$ cat src/rtl/multicycle_pkg.sv
// rtl/multicycle_pkg.sv - state encoding, opcode/Funct and ALUControl constants (ILLEGAL_OP_TRAP_EN adds TRAP)
package multicycle_pkg;

  typedef enum logic [3:0] {
    S_FETCH,
    S_DECODE,
    S_MEMADR,
    S_MEMREAD,
    S_MEMWB,
    S_MEMWRITE,
    S_EXECUTE,
    S_ALUWB,
    S_BRANCH,
    S_ADDIEX,
    S_ADDIWB,
`ifdef ILLEGAL_OP_TRAP_EN
    S_JUMP,
    S_TRAP
`else
    S_JUMP
`endif
  } state_t;

  localparam logic [5:0] OP_RTYPE = 6'b000000;
  localparam logic [5:0] OP_LW    = 6'b100011;
  localparam logic [5:0] OP_SW    = 6'b101011;
  localparam logic [5:0] OP_BEQ   = 6'b000100;
  localparam logic [5:0] OP_BNE   = 6'b000101;
  localparam logic [5:0] OP_ADDI  = 6'b001000;
  localparam logic [5:0] OP_J     = 6'b000010;

  localparam logic [5:0] FUNCT_ADD  = 6'h20;
  localparam logic [5:0] FUNCT_SUB  = 6'h22;
  localparam logic [5:0] FUNCT_AND  = 6'h24;
  localparam logic [5:0] FUNCT_OR   = 6'h25;
  localparam logic [5:0] FUNCT_XOR  = 6'h26;
  localparam logic [5:0] FUNCT_NOR  = 6'h27;
  localparam logic [5:0] FUNCT_SLT  = 6'h2A;
  localparam logic [5:0] FUNCT_SLTU = 6'h2B;

  localparam logic [2:0] ALU_ADD  = 3'b000;
  localparam logic [2:0] ALU_SUB  = 3'b001;
  localparam logic [2:0] ALU_AND  = 3'b010;
  localparam logic [2:0] ALU_OR   = 3'b011;
  localparam logic [2:0] ALU_XOR  = 3'b100;
  localparam logic [2:0] ALU_NOR  = 3'b101;
  localparam logic [2:0] ALU_SLT  = 3'b110;
  localparam logic [2:0] ALU_SLTU = 3'b111;

  localparam logic [1:0] ALUOP_ADD   = 2'b00;
  localparam logic [1:0] ALUOP_SUB   = 2'b01;
  localparam logic [1:0] ALUOP_FUNCT = 2'b10;

endpackage

$ cat src/rtl/alu_decoder.sv
// rtl/alu_decoder.sv - maps ALUOp/Funct to the 3-bit ALUControl word
module alu_decoder
  import multicycle_pkg::*;
(
  input  logic [1:0] ALUOp,
  input  logic [5:0] Funct,
  output logic [2:0] ALUControl,
  output logic       funct_valid
);

  logic [2:0] funct_ctrl;

  // funct_valid reflects the Funct field alone; the FSM only consults it in EXECUTE
  always_comb begin
    funct_ctrl  = ALU_ADD;
    funct_valid = 1'b1;
    case (Funct)
      FUNCT_ADD:  funct_ctrl = ALU_ADD;
      FUNCT_SUB:  funct_ctrl = ALU_SUB;
      FUNCT_AND:  funct_ctrl = ALU_AND;
      FUNCT_OR:   funct_ctrl = ALU_OR;
      FUNCT_XOR:  funct_ctrl = ALU_XOR;
      FUNCT_NOR:  funct_ctrl = ALU_NOR;
      FUNCT_SLT:  funct_ctrl = ALU_SLT;
      FUNCT_SLTU: funct_ctrl = ALU_SLTU;
      default:    funct_valid = 1'b0;
    endcase
  end

  always_comb begin
    ALUControl = ALU_ADD;
    case (ALUOp)
      ALUOP_SUB:   ALUControl = ALU_SUB;
      ALUOP_FUNCT: ALUControl = funct_ctrl;
      default:     ALUControl = ALU_ADD;
    endcase
  end

endmodule

$ cat src/rtl/multicycle_control.sv
// rtl/multicycle_control.sv - Moore multi-cycle control FSM; ILLEGAL_OP_TRAP_EN enables the TRAP state
module multicycle_control
  import multicycle_pkg::*;
(
  input  logic       clk,
  input  logic       rst_n,
  input  logic [5:0] Op,
  input  logic [5:0] Funct,
  input  logic       Zero,
  input  logic       MemReady,
  output logic       MemReq,
  output logic       MemWrite,
  output logic       IorD,
  output logic       IRWrite,
  output logic       RegWrite,
  output logic       RegDst,
  output logic       MemtoReg,
  output logic       ALUSrcA,
  output logic [1:0] ALUSrcB,
  output logic [2:0] ALUControl,
  output logic [1:0] PCSrc,
  output logic       PCWrite,
  output logic       Illegal
);

`ifdef ILLEGAL_OP_TRAP_EN
  localparam state_t S_BAD = S_TRAP;
`else
  localparam state_t S_BAD = S_FETCH;
`endif

  state_t     state, next_state;
  logic [1:0] aluop;
  logic       funct_valid;
  logic       ir_write, pc_write, reg_write;

  alu_decoder u_alu_decoder (
    .ALUOp       (aluop),
    .Funct       (Funct),
    .ALUControl  (ALUControl),
    .funct_valid (funct_valid)
  );

  always_ff @(posedge clk or negedge rst_n) begin
    if (!rst_n) state <= S_FETCH;
    else        state <= next_state;
  end

  always_comb begin
    next_state = state;
    MemReq     = 1'b0;
    MemWrite   = 1'b0;
    IorD       = 1'b0;
    RegDst     = 1'b0;
    MemtoReg   = 1'b0;
    ALUSrcA    = 1'b0;
    ALUSrcB    = 2'b00;
    PCSrc      = 2'b00;
    aluop      = ALUOP_ADD;
    ir_write   = 1'b0;
    pc_write   = 1'b0;
    reg_write  = 1'b0;
    case (state)
      S_FETCH: begin
        MemReq  = 1'b1;
        ALUSrcB = 2'b01;
        if (MemReady) begin
          ir_write   = 1'b1;
          pc_write   = 1'b1;
          next_state = S_DECODE;
        end
      end
      S_DECODE: begin
        ALUSrcB = 2'b11;
        case (Op)
          OP_RTYPE:      next_state = S_EXECUTE;
          OP_LW, OP_SW:  next_state = S_MEMADR;
          OP_BEQ, OP_BNE: next_state = S_BRANCH;
          OP_ADDI:       next_state = S_ADDIEX;
          OP_J:          next_state = S_JUMP;
          default:       next_state = S_BAD;
        endcase
      end
      S_MEMADR: begin
        ALUSrcA    = 1'b1;
        ALUSrcB    = 2'b10;
        next_state = (Op == OP_SW) ? S_MEMWRITE : S_MEMREAD;
      end
      S_MEMREAD: begin
        MemReq = 1'b1;
        IorD   = 1'b1;
        if (MemReady) next_state = S_MEMWB;
      end
      S_MEMWB: begin
        reg_write  = 1'b1;
        MemtoReg   = 1'b1;
        next_state = S_FETCH;
      end
      S_MEMWRITE: begin
        MemReq   = 1'b1;
        MemWrite = 1'b1;
        IorD     = 1'b1;
        if (MemReady) next_state = S_FETCH;
      end
      S_EXECUTE: begin
        ALUSrcA    = 1'b1;
        aluop      = ALUOP_FUNCT;
        next_state = funct_valid ? S_ALUWB : S_BAD;
      end
      S_ALUWB: begin
        reg_write  = 1'b1;
        RegDst     = 1'b1;
        next_state = S_FETCH;
      end
      S_BRANCH: begin
        ALUSrcA    = 1'b1;
        aluop      = ALUOP_SUB;
        PCSrc      = 2'b01;
        pc_write   = (Op == OP_BEQ) ? Zero : ~Zero;
        next_state = S_FETCH;
      end
      S_ADDIEX: begin
        ALUSrcA    = 1'b1;
        ALUSrcB    = 2'b10;
        next_state = S_ADDIWB;
      end
      S_ADDIWB: begin
        reg_write  = 1'b1;
        next_state = S_FETCH;
      end
      S_JUMP: begin
        PCSrc      = 2'b10;
        pc_write   = 1'b1;
        next_state = S_FETCH;
      end
      default: next_state = state;
    endcase
  end

  // Reset holds the FSM in FETCH with MemReq up; no write may commit until reset is released
  assign IRWrite  = ir_write  & rst_n;
  assign PCWrite  = pc_write  & rst_n;
  assign RegWrite = reg_write & rst_n;

`ifdef ILLEGAL_OP_TRAP_EN
  logic illegal_q;

  always_ff @(posedge clk or negedge rst_n) begin
    if (!rst_n)                  illegal_q <= 1'b0;
    else if (next_state == S_TRAP) illegal_q <= 1'b1;
  end

  assign Illegal = illegal_q;
`else
  assign Illegal = 1'b0;
`endif

endmodule

$ cat config.mk
export PLATFORM = sky130hd
export DESIGN_NAME = multicycle_control
export DESIGN_NICKNAME = d
export VERILOG_FILES = /design/src/rtl/multicycle_pkg.sv /design/src/rtl/alu_decoder.sv /design/src/rtl/multicycle_control.sv
export SDC_FILE = /design/constraint.sdc
export NUM_CORES = 1
export LEC_CHECK = 0
export ABC_AREA = 1
export BUFFER_PORTS_ARGS = -buffer_cell sky130_fd_sc_hd__buf_2
export CORE_MARGIN = 10
export CORE_UTILIZATION = 42
export DETAILED_ROUTE_END_ITERATION = 7
export GPL_TIMING_DRIVEN = 1
export MAX_ROUTING_LAYER = met4
export PLACE_DENSITY = 0.74
export SLEW_MARGIN = 40
export SYNTH_ARGS = -nofsm -noshare
export SYNTH_HDL_FRONTEND = slang
export SYNTH_SLANG_ARGS = --single-unit
$ cat constraint.sdc
create_clock -name clk -period 1.4 [get_ports clk]
set_input_delay 0.07 -clock clk [delete_from_list [all_inputs] [get_ports clk]]
set_output_delay 0.07 -clock clk [all_outputs]
set_load 0.05 [all_outputs]
# After elaboration in Yosys (flattened, before gate mapping)
# Cells that the tools add are included.
# word_totals
ff_bits,4
out_inout_bits,17
# op_classes
n_eq_ne,30
reduce_logical,13
bitwise_logic,4
n_mux,24
# op_table
op,n
"equality test 6 bit, second input constant",10
case mux 4 bit (8 select lines),1
case mux 3 bit (7 select lines),1
case mux 4 bit (5 select lines),1
"equality test 4 x 3 -> 1 bit, second input constant",4
"equality test 4 bit, second input constant",4
"equality test 6 x 3 -> 1 bit, second input constant",2
2-to-1 mux 4 bit,3
2-to-1 mux 1 bit,11
"equality test 4 x 2 -> 1 bit, second input constant",2
case mux 2 bit (2 select lines),2
nonzero test 8 bit,1
OR reduction 2 bit,4
OR reduction 8 bit,1
"equality test 6 x 2 -> 1 bit, second input constant",1
"equality test 6 x 4 -> 1 bit, second input constant",1
zero test 6 bit,1
2-to-1 mux 3 bit,2
"!= test 2 bit, second input constant",3
case mux 2 bit (3 select lines),1
case mux 3 bit (2 select lines),1
OR reduction 3 bit,2
OR reduction 5 bit,1
"equality test 4 x 1 -> 1 bit, second input constant",1
8 further kinds,10

# Depth between registers and ports, before layout
# depth
ltp_word,5
mapped_depth,10
ltp_nobuf,10

# Modules after synthesis
# Synthesis repeated with hierarchy kept, for this count alone.
# hier_totals
cells_unflattened,151
area_unflattened_um2,760.7
# modules_own_cells
mod,area_each_um2,instances,cells_each
multicycle_control,606.8,1,121
alu_decoder,153.9,1,30

# Worst setup path before layout
# Ideal clock, no wire load.
# synth_path
path_kind,register -> output
from,reg state[1]
to,out ALUControl[0]
slack_ns,-1.106
n_path_buf,0
arrival_ns,2.436
stages_incl_launch_ff,9
cell_sequence,dfrtp_1 nor2_2 inv_2 nor2_4 inv_2 ha_1 nor2_1 nand2_1 o221ai_1
# synth_via
elab_chain_len,4
# synth_lines
item,line_no,rtl
start: declaration,multicycle_control.sv:32,"state_t state, next_state;"
start signal: assignment,multicycle_control.sv:46,else state <= next_state;
equality test 4 bit / equality test 4 x 3 -> 1 bit (equally long branches),multicycle_control.sv:63,case (state)
case mux 2 bit (2 select lines) (*),multicycle_control.sv:63,
equality test 2 bit / equality test 2 x 1 -> 1 bit (equally long branches),alu_decoder.sv:32,case (ALUOp)
case mux 3 bit (2 select lines) (*),alu_decoder.sv:32,
end: declaration,multicycle_control.sv:20,"output logic [2:0] ALUControl,"
# Every way passes the cells marked *; elsewhere a longest branch is shown, timed or not.

# Worst setup path in the final report
# layout_path
from,reg state[3]
to,out ALUControl[0]
# Same word-level chain as after synthesis.

==> metrics.md <==
| Metric | Value |
|---|---|
| DRC errors left | `0` |
| Cells taking the most area after synthesis | `nand2_1 20%, dfrtp_1 13%, nor2_1 12%` |
| Startpoint Class | `flip-flop` |
| FF-to-FF path depth | `11` |
| Die width | `62.1 µm` |
| Largest buffer count on any clock path | `2` |
| Routed Antenna Nets | `0` |
| CORE AREA | `0.00171 mm²` |
| Top reg by flops | `state` |
| Seq pwr share | `31.4%` |
| Crit Path Max Fanout | `3` |
| I/O Buffers | `31` |
| CTS buffer count | `3` |
| Syn avg cell area | `5.28 µm²` |
| Sequential fraction of the synthesis area | `13.4%` |
| Max Freq | `512 MHz` |
| RSZ-0062 raised after global routing | `yes` |
| R2R Path Start | `state[2]` |
| Max FFs per register | `4` |
| Clock root buffer | `clkbuf_4` |
| Post-synth EDFFs | `0` |
| CTS tree | `built` |
| Compound-gate portion of the synthesized area | `6.55%` |
| Internal power | `0.242 mW` |
| CP max stage cell | `dfrtp_2` |
| Total track usage | `15.8%` |
| Period utilization | `139%` |
| Cell area after synthesis | `744 µm²` |
| Share of the synthesized area in the top cell type | `19.7%` |
| DR pass1 iterations | `6` |
| Hpwl dp | `2.22 mm` |
| Register area | `105 µm²` |
| HP Class | `input pin to async pin` |
| Ant diodes | `0` |
| Detailed-route wire length | `4.61 mm` |
| Gate Count Post-Synth | `141` |
| Clock power share | `43.6%` |
| Fill cell count | `61` |
| IO Count | `33` |
| Clock Skews | `0.00815 ns` |
| CTS sink cnt | `4` |
| Asr flop ratio synth | `100%` |
| Violated checks | `setup timing` |
| Max-cap violations | `0` |
| Worst Path Required | `1.33 ns` |
| NetSw | `0.127 mW` |
| Area of placed instances | `0.00120 mm²` |
| Worst vdd ir | `0.000309 V` |
| Util after Layout | `93.2%` |
| Logic pwr share | `24.9%` |
| Via total after detailed routing | `1357` |
| Switching share of power | `34.3%` |
| Antenna violations before repair | `0` |
| Max Transition Viols Final | `0` |
| Simple-Gate Fraction of Synth Area | `59.3%` |
| Clock-pin slew on the worst setup and hold paths | `0.05 ns` |
| Global route total overflow | `0` |
| CP max stage delay | `0.42 ns` |
| Worst Path Arrival | `1.88 ns` |
| Ratio of cells with drive above 1 in the final layout | `62.0%` |
| Synth unique cells | `22` |
| Clock Latency Late Sink | `0.25 ns` |
| Biggest regs | `state (4)` |
| CP endpoint kind | `primary output` |
| Final hold vios | `0` |
| Total Nets Final | `228` |
| XOR/XNOR Fraction of Synth Area | `0%` |
| Vias per inst | `5.82` |
| Reg2reg end | `state[0]` |
| First-pass GRT wire length | `5.15 mm` |
| # rows | `15` |
| Proportion of synthesized area in mux cells | `0%` |
| CP Cell Sequence | `inv_2 -> nor2_4 -> inv_2 -> nor2_4 -> inv_2 -> ha_4 -> nor2_4 -> nand2_4 -> o221ai_4 -> buf_6` |
| Multi-input gate area | `739 µm²` |
| Final min period | `1.95 ns` |
| Initial core utilization | `43.6%` |
| Largest family of logic cells by synthesized area | `simple AND/OR/NAND/NOR gates` |
| Post-route setup slack | `-0.552 ns` |
| Chip height | `62.1 µm` |
| R2R Setup Slk | `-0.31 ns` |
| Pwr dens | `232 mW/mm²` |
| CTS H-tree depth | `1` |
| Ys Warns | `0` |
| Yosys reg bits | `4` |
| Setup TNS | `-4.74 ns` |
| Leakage power | `0.834 nW` |
| Initial DRC Count | `88` |
| Die Area | `0.00386 mm²` |
| Outcome | `finished, violations left` |
| Finished layout cell area | `0.00159 mm²` |
| Number of global-route vias before repair | `1191` |
| Setup-failing EPs final | `19` |
| Leading area contributor after synthesis | `nand2_1` |
| Worst setup path category | `flip-flop to primary output` |
| Syn_nets | `159` |
| Fin cells | `233` |
| Adder-Cell Fraction of Synth Area | `3.36%` |
| Power consumption | `0.369 mW` |
| Wire per inst | `19.8 µm` |
| GP Congestion | `0.888` |
| Placed cells | `218` |
| Largest net degree at the start of global routing | `7` |
| Ys flop type | `dfrtp_1` |
| Layout overhead on the synthesized area | `114%` |
[what timing repair did]
item | in CTS | in global routing
setup buffers | 6 | 9
setup endpoints to repair | 15 | 19
endpoints found under the hold margin | 4 | 0
hold buffers | 1 | 0
pin swaps | 14 | 17
gates resized for setup | 50 | 37
[layout by cell type (no fill, tap or decap), types with 3 or more instances in the layout]
| cell type | count |
|---|---|
| buf_4 | 27 |
| inv_1 | 17 |
| a21oi_4 | 4 |
| buf_2 | 15 |
| clkbuf_4 | 3 |
| inv_2 | 11 |
| dfrtp_2 | 4 |
| nand2_4 | 6 |
| nor2_4 | 13 |
| nand2_2 | 8 |
| buf_8 | 8 |
| nand2_1 | 29 |
| buf_6 | 14 |
| nand3_2 | 4 |
| nor2_1 | 15 |
| nand3_1 | 9 |
| nand4_1 | 4 |
| nor2_2 | 4 |
[worst max-delay path: cells and delay by family, from the launching register on]
kind,cells,cell delay (ns)
buf+inv,4,0.38
fa+ha+maj,1,0.22
compound gates,1,0.14
flops,1,0.42
simple gates,4,0.46
[power by group through the flow]
stage | logic [mW] | clock network [mW] | registers [mW]
after floorplan | 0.0379 | 0 | 0.118
after global placement | 0.0714 | 0 | 0.118
after detailed placement | 0.0756 | 0 | 0.118
after CTS | 0.0794 | 0.146 | 0.116
after global routing | 0.0984 | 0.167 | 0.116
final | 0.0920 | 0.161 | 0.116
[cell families (layout without fill, tap and decap cells)]
family / count (synthesis) / count (layout)
fa+ha+maj: 2 / 2
other cells: 1 / 1
simple gates: 94 / 94
buf+inv: 32 / 99
flops: 4 / 4
compound gates: 8 / 8
[per-stage QoR]
| step | worst slack [ns] | hold slack [ns] |
|---|---|---|
| 2_1_floorplan | -0.538 | -0.226 |
| 3_3_place_gp | -0.261 | -0.103 |
| 3_5_place_dp | -0.333 | -0.106 |
| 4_1_cts | -0.452 | 0.186 |
| 5_1_grt | -0.632 | 0.223 |
| 6_report | -0.552 | 0.203 |
[worst max path at each step]
| stage | from | end | slack (ns) | cells after the start |
|---|---|---|---|---|
| after floorplan | state[3] | ALUControl[0] | -0.54 | 9 |
| after global placement | state[3] | ALUControl[0] | -0.26 | 10 |
| after detailed placement | state[3] | ALUControl[0] | -0.33 | 10 |
| after CTS | state[1] | ALUControl[0] | -0.45 | 9 |
| after global routing | state[2] | ALUControl[0] | -0.63 | 9 |
| final | state[3] | ALUControl[0] | -0.55 | 10 |
[final cells by class]
type	count	share of cell area [%]
Sequential cell	4	6.60
Clock buffer	3	1.42
Tap cell	25	1.97
Inverter	31	8.02
Multi-Input combinational cell	105	46.5
Timing Repair Buffer	65	35.5
[metal layers]
layer  track usage (%)  vias up  routed length [µm]
li1                  -      564                   -
met1              16.2      608                1670
met2              29.1      140                2150
met3              2.51       45                 474
met4              6.29        0                 312
met5                 -        -                   0
[cells in the mapped netlist, types with 2 or more instances]
master,number
ha_1,2
inv_2,9
a21oi_1,4
nand3_1,12
dfrtp_1,4
nand2_1,39
nand4_1,4
nor2_2,5
nor2_4,4
inv_1,21
nand2_2,4
nor2_1,23
Power figures use the tool's default switching activity.
